==> src/rtl/transpose_controller_if.sv <==
// Row-in / column-out handshakes plus the bank-side write and read ports of the
// transpose controller, bundled so the controller and its environment share one definition.
interface transpose_controller_if #(
   parameter int DATA_WIDTH = 16,
   parameter int NUM_PE     = 4,
   parameter int ADDR_WIDTH = 3
);
   logic                                 in_valid;
   logic                                 in_ready;
   logic [NUM_PE-1:0][DATA_WIDTH-1:0]    in_data;
   logic                                 out_valid;
   logic                                 out_ready;
   logic [NUM_PE-1:0][DATA_WIDTH-1:0]    out_data;
   logic                                 out_last;
   logic                                 wen;
   logic [NUM_PE-1:0][ADDR_WIDTH-1:0]    write_addr;
   logic [NUM_PE-1:0][DATA_WIDTH-1:0]    write_data;
   logic                                 ren;
   logic [NUM_PE-1:0][ADDR_WIDTH-1:0]    read_addr;
   logic [NUM_PE-1:0][DATA_WIDTH-1:0]    read_data;

   modport master (
      input  in_valid, in_data, out_ready, read_data,
      output in_ready, out_valid, out_data, out_last,
             wen, write_addr, write_data, ren, read_addr
   );

   modport slave (
      output in_valid, in_data, out_ready, read_data,
      input  in_ready, out_valid, out_data, out_last,
             wen, write_addr, write_data, ren, read_addr
   );
endinterface

==> src/rtl/transpose_controller.sv <==
// Tile transpose sequencer: rows are written diagonally skewed across NUM_PE banks so each
// column reads back in one access; two ping-pong buffers and a 2-entry output FIFO.

// Per-bank rotation: write skew, read address skew and output lane un-rotation for one lane.
module transpose_lane #(
   parameter int DATA_WIDTH = 16,
   parameter int NUM_PE     = 4,
   parameter int ADDR_WIDTH = 3,
   parameter int LANE       = 0
) (
   input  logic [$clog2(NUM_PE)-1:0]         r,
   input  logic [$clog2(NUM_PE)-1:0]         c,
   input  logic [$clog2(NUM_PE)-1:0]         tag_c,
   input  logic                              wbuf,
   input  logic                              rbuf,
   input  logic [NUM_PE-1:0][DATA_WIDTH-1:0] in_data,
   input  logic [NUM_PE-1:0][DATA_WIDTH-1:0] read_data,
   output logic [ADDR_WIDTH-1:0]             write_addr,
   output logic [DATA_WIDTH-1:0]             write_data,
   output logic [ADDR_WIDTH-1:0]             read_addr,
   output logic [DATA_WIDTH-1:0]             col_elem
);
   localparam int CW = $clog2(NUM_PE);
   localparam logic [CW-1:0] ID = CW'(LANE);

   logic [CW-1:0] src_col;
   logic [CW-1:0] rd_row;
   logic [CW-1:0] bank_sel;

   // NUM_PE is a power of two, so the CW-bit subtract/add is the mod-NUM_PE rotation.
   assign src_col  = ID - r;
   assign rd_row   = ID - c;
   assign bank_sel = tag_c + ID;

   assign write_addr = {wbuf, r};
   assign write_data = in_data[src_col];
   assign read_addr  = {rbuf, rd_row};
   assign col_elem   = read_data[bank_sel];
endmodule

module transpose_controller #(
   parameter int DATA_WIDTH = 16,
   parameter int NUM_PE     = 4,
   parameter int ADDR_WIDTH = 3
) (
   input  logic                   clk,
   input  logic                   rst,
   transpose_controller_if.master bus
);
   localparam int CW = $clog2(NUM_PE);
   localparam logic [CW-1:0] LAST = CW'(NUM_PE - 1);

   typedef logic [NUM_PE-1:0][DATA_WIDTH-1:0] vec_t;

   logic [1:0]    full;
   logic [1:0]    full_nxt;
   logic          wbuf;
   logic          rbuf;
   logic [CW-1:0] r;
   logic [CW-1:0] c;
   logic [CW-1:0] tag_c;
   logic          tag_last;
   logic          inflight;

   logic [1:0]    fifo_cnt;
   logic          fifo_wp;
   logic          fifo_rp;
   vec_t          fifo_data [2];
   logic [1:0]    fifo_last;

   logic          pop;
   logic          wr_done;
   logic          rd_done;
   logic [2:0]    occ;

   vec_t                              col;
   logic [NUM_PE-1:0][ADDR_WIDTH-1:0] wa;
   logic [NUM_PE-1:0][ADDR_WIDTH-1:0] ra;
   vec_t                              wd;

   for (genvar g = 0; g < NUM_PE; g++) begin : g_lane
      transpose_lane #(
         .DATA_WIDTH (DATA_WIDTH),
         .NUM_PE     (NUM_PE),
         .ADDR_WIDTH (ADDR_WIDTH),
         .LANE       (g)
      ) u_lane (
         .r          (r),
         .c          (c),
         .tag_c      (tag_c),
         .wbuf       (wbuf),
         .rbuf       (rbuf),
         .in_data    (bus.in_data),
         .read_data  (bus.read_data),
         .write_addr (wa[g]),
         .write_data (wd[g]),
         .read_addr  (ra[g]),
         .col_elem   (col[g])
      );
   end

   assign bus.write_addr = wa;
   assign bus.write_data = wd;
   assign bus.read_addr  = ra;

   assign bus.in_ready = !full[wbuf];
   assign bus.wen      = bus.in_valid && !full[wbuf];

   assign bus.out_valid = (fifo_cnt != 2'd0);
   assign bus.out_data  = fifo_data[fifo_rp];
   assign bus.out_last  = fifo_last[fifo_rp];
   assign pop           = bus.out_valid && bus.out_ready;

   // Only issue a read when its column is guaranteed a FIFO slot on arrival.
   assign occ     = {1'b0, fifo_cnt} + {2'b0, inflight} - {2'b0, pop};
   assign bus.ren = full[rbuf] && (occ < 3'd2);

   assign wr_done = bus.wen && (r == LAST);
   assign rd_done = bus.ren && (c == LAST);

   // wr_done needs !full[wbuf] and rd_done needs full[rbuf], so they never hit the same buffer.
   always_comb begin
      full_nxt = full;
      if (wr_done) full_nxt[wbuf] = 1'b1;
      if (rd_done) full_nxt[rbuf] = 1'b0;
   end

   always_ff @(posedge clk or negedge rst) begin
      if (!rst) begin
         full     <= 2'b00;
         wbuf     <= 1'b0;
         rbuf     <= 1'b0;
         r        <= '0;
         c        <= '0;
      end else begin
         full <= full_nxt;
         if (bus.wen) begin
            r <= r + CW'(1);
            if (r == LAST) wbuf <= ~wbuf;
         end
         if (bus.ren) begin
            c <= c + CW'(1);
            if (c == LAST) rbuf <= ~rbuf;
         end
      end
   end

   // Issue tag travels alongside the registered bank read.
   always_ff @(posedge clk or negedge rst) begin
      if (!rst) begin
         inflight <= 1'b0;
         tag_c    <= '0;
         tag_last <= 1'b0;
      end else begin
         inflight <= bus.ren;
         if (bus.ren) begin
            tag_c    <= c;
            tag_last <= (c == LAST);
         end
      end
   end

   always_ff @(posedge clk or negedge rst) begin
      if (!rst) begin
         fifo_cnt  <= 2'd0;
         fifo_wp   <= 1'b0;
         fifo_rp   <= 1'b0;
         fifo_last <= 2'b00;
      end else begin
         fifo_cnt <= fifo_cnt + {1'b0, inflight} - {1'b0, pop};
         if (inflight) begin
            fifo_last[fifo_wp] <= tag_last;
            fifo_wp            <= ~fifo_wp;
         end
         if (pop) fifo_rp <= ~fifo_rp;
      end
   end

   always_ff @(posedge clk) begin
      if (inflight) fifo_data[fifo_wp] <= col;
   end
endmodule

==> src/flat_wrapper.sv <==
// flat-port wrapper written by rule: the top's interface ports become plain ports
module transpose_controller_flat 
#(
   parameter int DATA_WIDTH = 16,
   parameter int NUM_PE     = 4,
   parameter int ADDR_WIDTH = 3
)
  (clk, rst, bus_in_valid, bus_in_data, bus_out_ready, bus_read_data, bus_in_ready, bus_out_valid, bus_out_data, bus_out_last, bus_wen, bus_write_addr, bus_write_data, bus_ren, bus_read_addr);
  transpose_controller_if #(.DATA_WIDTH(DATA_WIDTH), .NUM_PE(NUM_PE), .ADDR_WIDTH(ADDR_WIDTH)) bus_i ();
  input  logic clk;
  input  logic rst;
  input wire logic [$bits(bus_i.in_valid)-1:0] bus_in_valid;
  input wire logic [$bits(bus_i.in_data)-1:0] bus_in_data;
  input wire logic [$bits(bus_i.out_ready)-1:0] bus_out_ready;
  input wire logic [$bits(bus_i.read_data)-1:0] bus_read_data;
  output wire logic [$bits(bus_i.in_ready)-1:0] bus_in_ready;
  output wire logic [$bits(bus_i.out_valid)-1:0] bus_out_valid;
  output wire logic [$bits(bus_i.out_data)-1:0] bus_out_data;
  output wire logic [$bits(bus_i.out_last)-1:0] bus_out_last;
  output wire logic [$bits(bus_i.wen)-1:0] bus_wen;
  output wire logic [$bits(bus_i.write_addr)-1:0] bus_write_addr;
  output wire logic [$bits(bus_i.write_data)-1:0] bus_write_data;
  output wire logic [$bits(bus_i.ren)-1:0] bus_ren;
  output wire logic [$bits(bus_i.read_addr)-1:0] bus_read_addr;
  assign bus_i.in_valid = bus_in_valid;
  assign bus_i.in_data = bus_in_data;
  assign bus_i.out_ready = bus_out_ready;
  assign bus_i.read_data = bus_read_data;
  assign bus_in_ready = bus_i.in_ready;
  assign bus_out_valid = bus_i.out_valid;
  assign bus_out_data = bus_i.out_data;
  assign bus_out_last = bus_i.out_last;
  assign bus_wen = bus_i.wen;
  assign bus_write_addr = bus_i.write_addr;
  assign bus_write_data = bus_i.write_data;
  assign bus_ren = bus_i.ren;
  assign bus_read_addr = bus_i.read_addr;
  transpose_controller #(.DATA_WIDTH(DATA_WIDTH), .NUM_PE(NUM_PE), .ADDR_WIDTH(ADDR_WIDTH)) u_core (.clk(clk), .rst(rst), .bus(bus_i));
endmodule
==> config.mk <==
export PLATFORM = sky130hd
export DESIGN_NAME = transpose_controller_flat
export DESIGN_NICKNAME = d
export VERILOG_FILES = /design/src/rtl/transpose_controller_if.sv /design/src/rtl/transpose_controller.sv /design/src/flat_wrapper.sv
export SDC_FILE = /design/constraint.sdc
export NUM_CORES = 1
export LEC_CHECK = 0
export ABC_AREA = 1
export ABC_CLOCK_PERIOD_IN_PS = 5110
export CAP_MARGIN = 10
export CORE_MARGIN = 1.5
export CORE_UTILIZATION = 30
export DETAILED_ROUTE_END_ITERATION = 8
export HOLD_SLACK_MARGIN = 0.12
export PLACE_DENSITY_LB_ADDON = 0.1
export SYNTH_ARGS = -nofsm -noshare
export SYNTH_HDL_FRONTEND = slang
export SYNTH_SLANG_ARGS = --single-unit
==> constraint.sdc <==
create_clock -name clk -period 5.11 [get_ports clk]
set_input_delay 0.511 -clock clk [delete_from_list [all_inputs] [get_ports clk]]
set_output_delay 0.511 -clock clk [all_outputs]
set_load 0.005 [all_outputs]
==> flow_summary.json <==
{
  "r2r_cells": 13,
  "first_pass_iters": 5,
  "synth_xor_area_share_pct": 0.618,
  "synthAdderAreaFrac_pct": 0.844,
  "dp.cells": 1660,
  "dieArea_um2": 28700,
  "cpMostUsedCell": "inv_1",
  "cts_tree": "done",
  "hold_viol": 0,
  "muxShareOfSynthArea_pct": 0,
  "startpoint_type": "flip-flop",
  "grt_pass1_wl_um": 39200,
  "diodes": 0,
  "met1_length_um": 11300,
  "hp-class": "flip-flop to flip-flop",
  "rr_endpoint": "u_core.tag_last",
  "wl_per_cell_um": 15.5,
  "rsz0062_at_grt": "false",
  "hpwl_um": 19400,
  "ys_seq_area_share_pct": 51.7,
  "maxCapViolations": 0,
  "synth_compound_area_share_pct": 16.0,
  "instances_no_fill": 1692,
  "drt_drc_violations_left": 0,
  "fp.dieH_um": 169,
  "timing.final.crit_share_pct": 75.4,
  "syn_avg_cell_area_um2": 7.73,
  "drt-initial-drc-count": 373,
  "critical-path-max-stage-delay_ps": 510,
  "gp_congestion": 0.808,
  "crit_type": "flip-flop to output port",
  "cts_buffers": 17,
  "holdBufCountCts": 0,
  "slew_headroom_pct": 38.4,
  "status": "completed",
  "wl_met2_um": 12800,
  "post_cts_buffers": 0,
  "setup_tns_ps": 0,
  "rows": 60,
  "cts_max_level": 4,
  "arrival_ps": 3340,
  "top_layer": "met4",
  "vias": 7584,
  "synth-simple-area-share_pct": 22.1,
  "cts-root-buf": "clkbuf_16",
  "die_x_um": 169,
  "final_common_cell": "nand2_1",
  "power_density_nw_per_um2": 669,
  "grt_pass1_vias": 6927,
  "ant_nets": 0,
  "crit_fanout": 8,
  "wl_met3_um": 1850,
  "startpoint": "u_core.fifo_cnt[1]",
  "synth-seq-cells": 146,
  "drt-vias-per-instance": 4.48,
  "initial_core_util_pct": 30.7,
  "ff2ff_setup_slack_ps": 2470,
  "io_buffers": 288,
  "crit_required_ps": 4600,
  "yosysWarnings": 0,
  "clk_pin_slew_worst_paths_ps": 70,
  "ir_drop_mv": 0.392,
  "layout_common_cells": "nand2_1 (356), clkdlybuf4s50_1 (288), o21ai_0 (150)",
  "hold_depth": 2,
  "endpoint_kind": "output port",
  "synth_top_area_cell": "edfxtp_1",
  "wirelength_um": 26200,
  "synth_top_area_share_pct": 46.3,
  "leakagePower_uw": 0.00483,
  "min-delay-start": "u_core.fifo_last[0]",
  "worstMarginPinSlew_ps": 923,
  "syn_to_final_growth_pct": 43.5,
  "antenna_found_initial": 0,
  "drive_above_1_share_pct": 3.94,
  "grt_remaining_overflow": 0,
  "holdWs_ps": 497,
  "fin_crit_ps": 3850,
  "ctsLongestPathBuffers": 2,
  "slowest_stage": "clkdlybuf4s50_1",
  "clk_latency_ps": 420,
  "min_to": "u_core.fifo_last[0]",
  "synth.distinct_cells": 21,
  "grt_usage_pct": 18.2,
  "finish.net_count": 1444,
  "setup_viol": 0,
  "synthTopCellsByArea": "edfxtp_1 (46%), nand2_1 (16%), o21ai_0 (9.0%)",
  "grt_max_degree": 109,
  "cp_cell_sequence": "or2_2, nand2_1, inv_1, ha_1, inv_1, ha_1, fa_1, inv_1, nand2_1, nor2_1, nand2_1, inv_1, clkdlybuf4s50_1",
  "fp.coreArea_um2": 27100,
  "max_freq_mhz": 260,
  "finClkSkew_ps": 11.3,
  "worstReg2RegStart": "u_core.fifo_cnt[1]",
  "final_max_slew_viol_count": 0,
  "cts.sinks": 146,
  "netlist_area_um2": 8310,
  "io-pin-count": 289,
  "cts_resized": 0,
  "synth_nets": 1212,
  "syn_inst": 1075,
  "synth_top_family_by_area": "simple AND/OR/NAND/NOR gates"
}
kinds of logic after synthesis:
group / after synthesis
AOI/OAI and AO/OA: 265
DFF: 146
buffers and inverters: 168
xor gates and xnor gates: 5
adders and majority gates: 5
and+or+nand+nor: 486
cell usage after synthesis (all sizes together):
library cell and count:
dfrtp 18, ha 4, xnor2 1, a21oi 112, inv 83, clkbuf 33
nor2 125, nand2 356, buf 52, fa 1, o21ai 151, a31oi 2
edfxtp 128, nand3 2, or2 2, nand4 1, xor2 4
flip-flops by register name (all words and copies together) (netlist names):
register,flops
u_core.fifo_wp,1
u_core.tag_c,2
u_core.fifo_last,2
u_core.wbuf,1
u_core.fifo_data,128
u_core.tag_last,1
u_core.full,2
u_core.r,2
u_core.c,2
u_core.fifo_cnt,2
u_core.fifo_rp,1
u_core.rbuf,1
u_core.inflight,1
metal layers:
layer	GRT usage, %	vias to the layer above
met5	0	-
met4	4.66	0
met3	5.41	14
met2	31.5	230
met1	22.1	3372
li1	-	3968
power by group:
| group | total, µW | internal (µW) | switching, µW |
|---|---|---|---|
| Clock | 1220 | 687 | 530 |
| Combinational | 4670 | 2170 | 2510 |
| Sequential | 2080 | 1870 | 211 |
| Total | 7970 | 4720 | 3250 |
worst max path at each step:
stage	to	slack, ps
after floorplan	u_core.fifo_last[0]	1390
after global placement	bus_ren	1520
after detailed placement	bus_ren	1470
after CTS	bus_ren	1230
after global routing	bus_ren	1040
final	bus_ren	1260
worst max-delay path: cells and delay by family, from the launching register on:
family / cells / cell delay, ps
simple gates: 5 / 760
fa+ha+maj: 3 / 930
flops: 1 / 410
buf+inv: 5 / 810
metrics by stage:
stage	util, %	setup WS (ps)	area, µm²	total power, µW
after floorplan	-	1390	8310	4400
after global placement	41.9	1520	11300	6830
after detailed placement	41.9	1470	11300	6840
after CTS	44.0	1230	11900	8090
after global routing	44.0	1040	11900	8640
final	44.0	1260	11900	7970
cell type report:
class / count / area [µm²]
Fill cell: 2701 / 15200
Sequential cell: 146 / 4310
Multi-Input combinational cell: 761 / 3300
Timing Repair Buffer: 298 / 2960
Tap cell: 372 / 465
Clock buffer: 18 / 429
Inverter: 83 / 312
Clock inverter: 14 / 146
(Power assumes the default switching activity.)
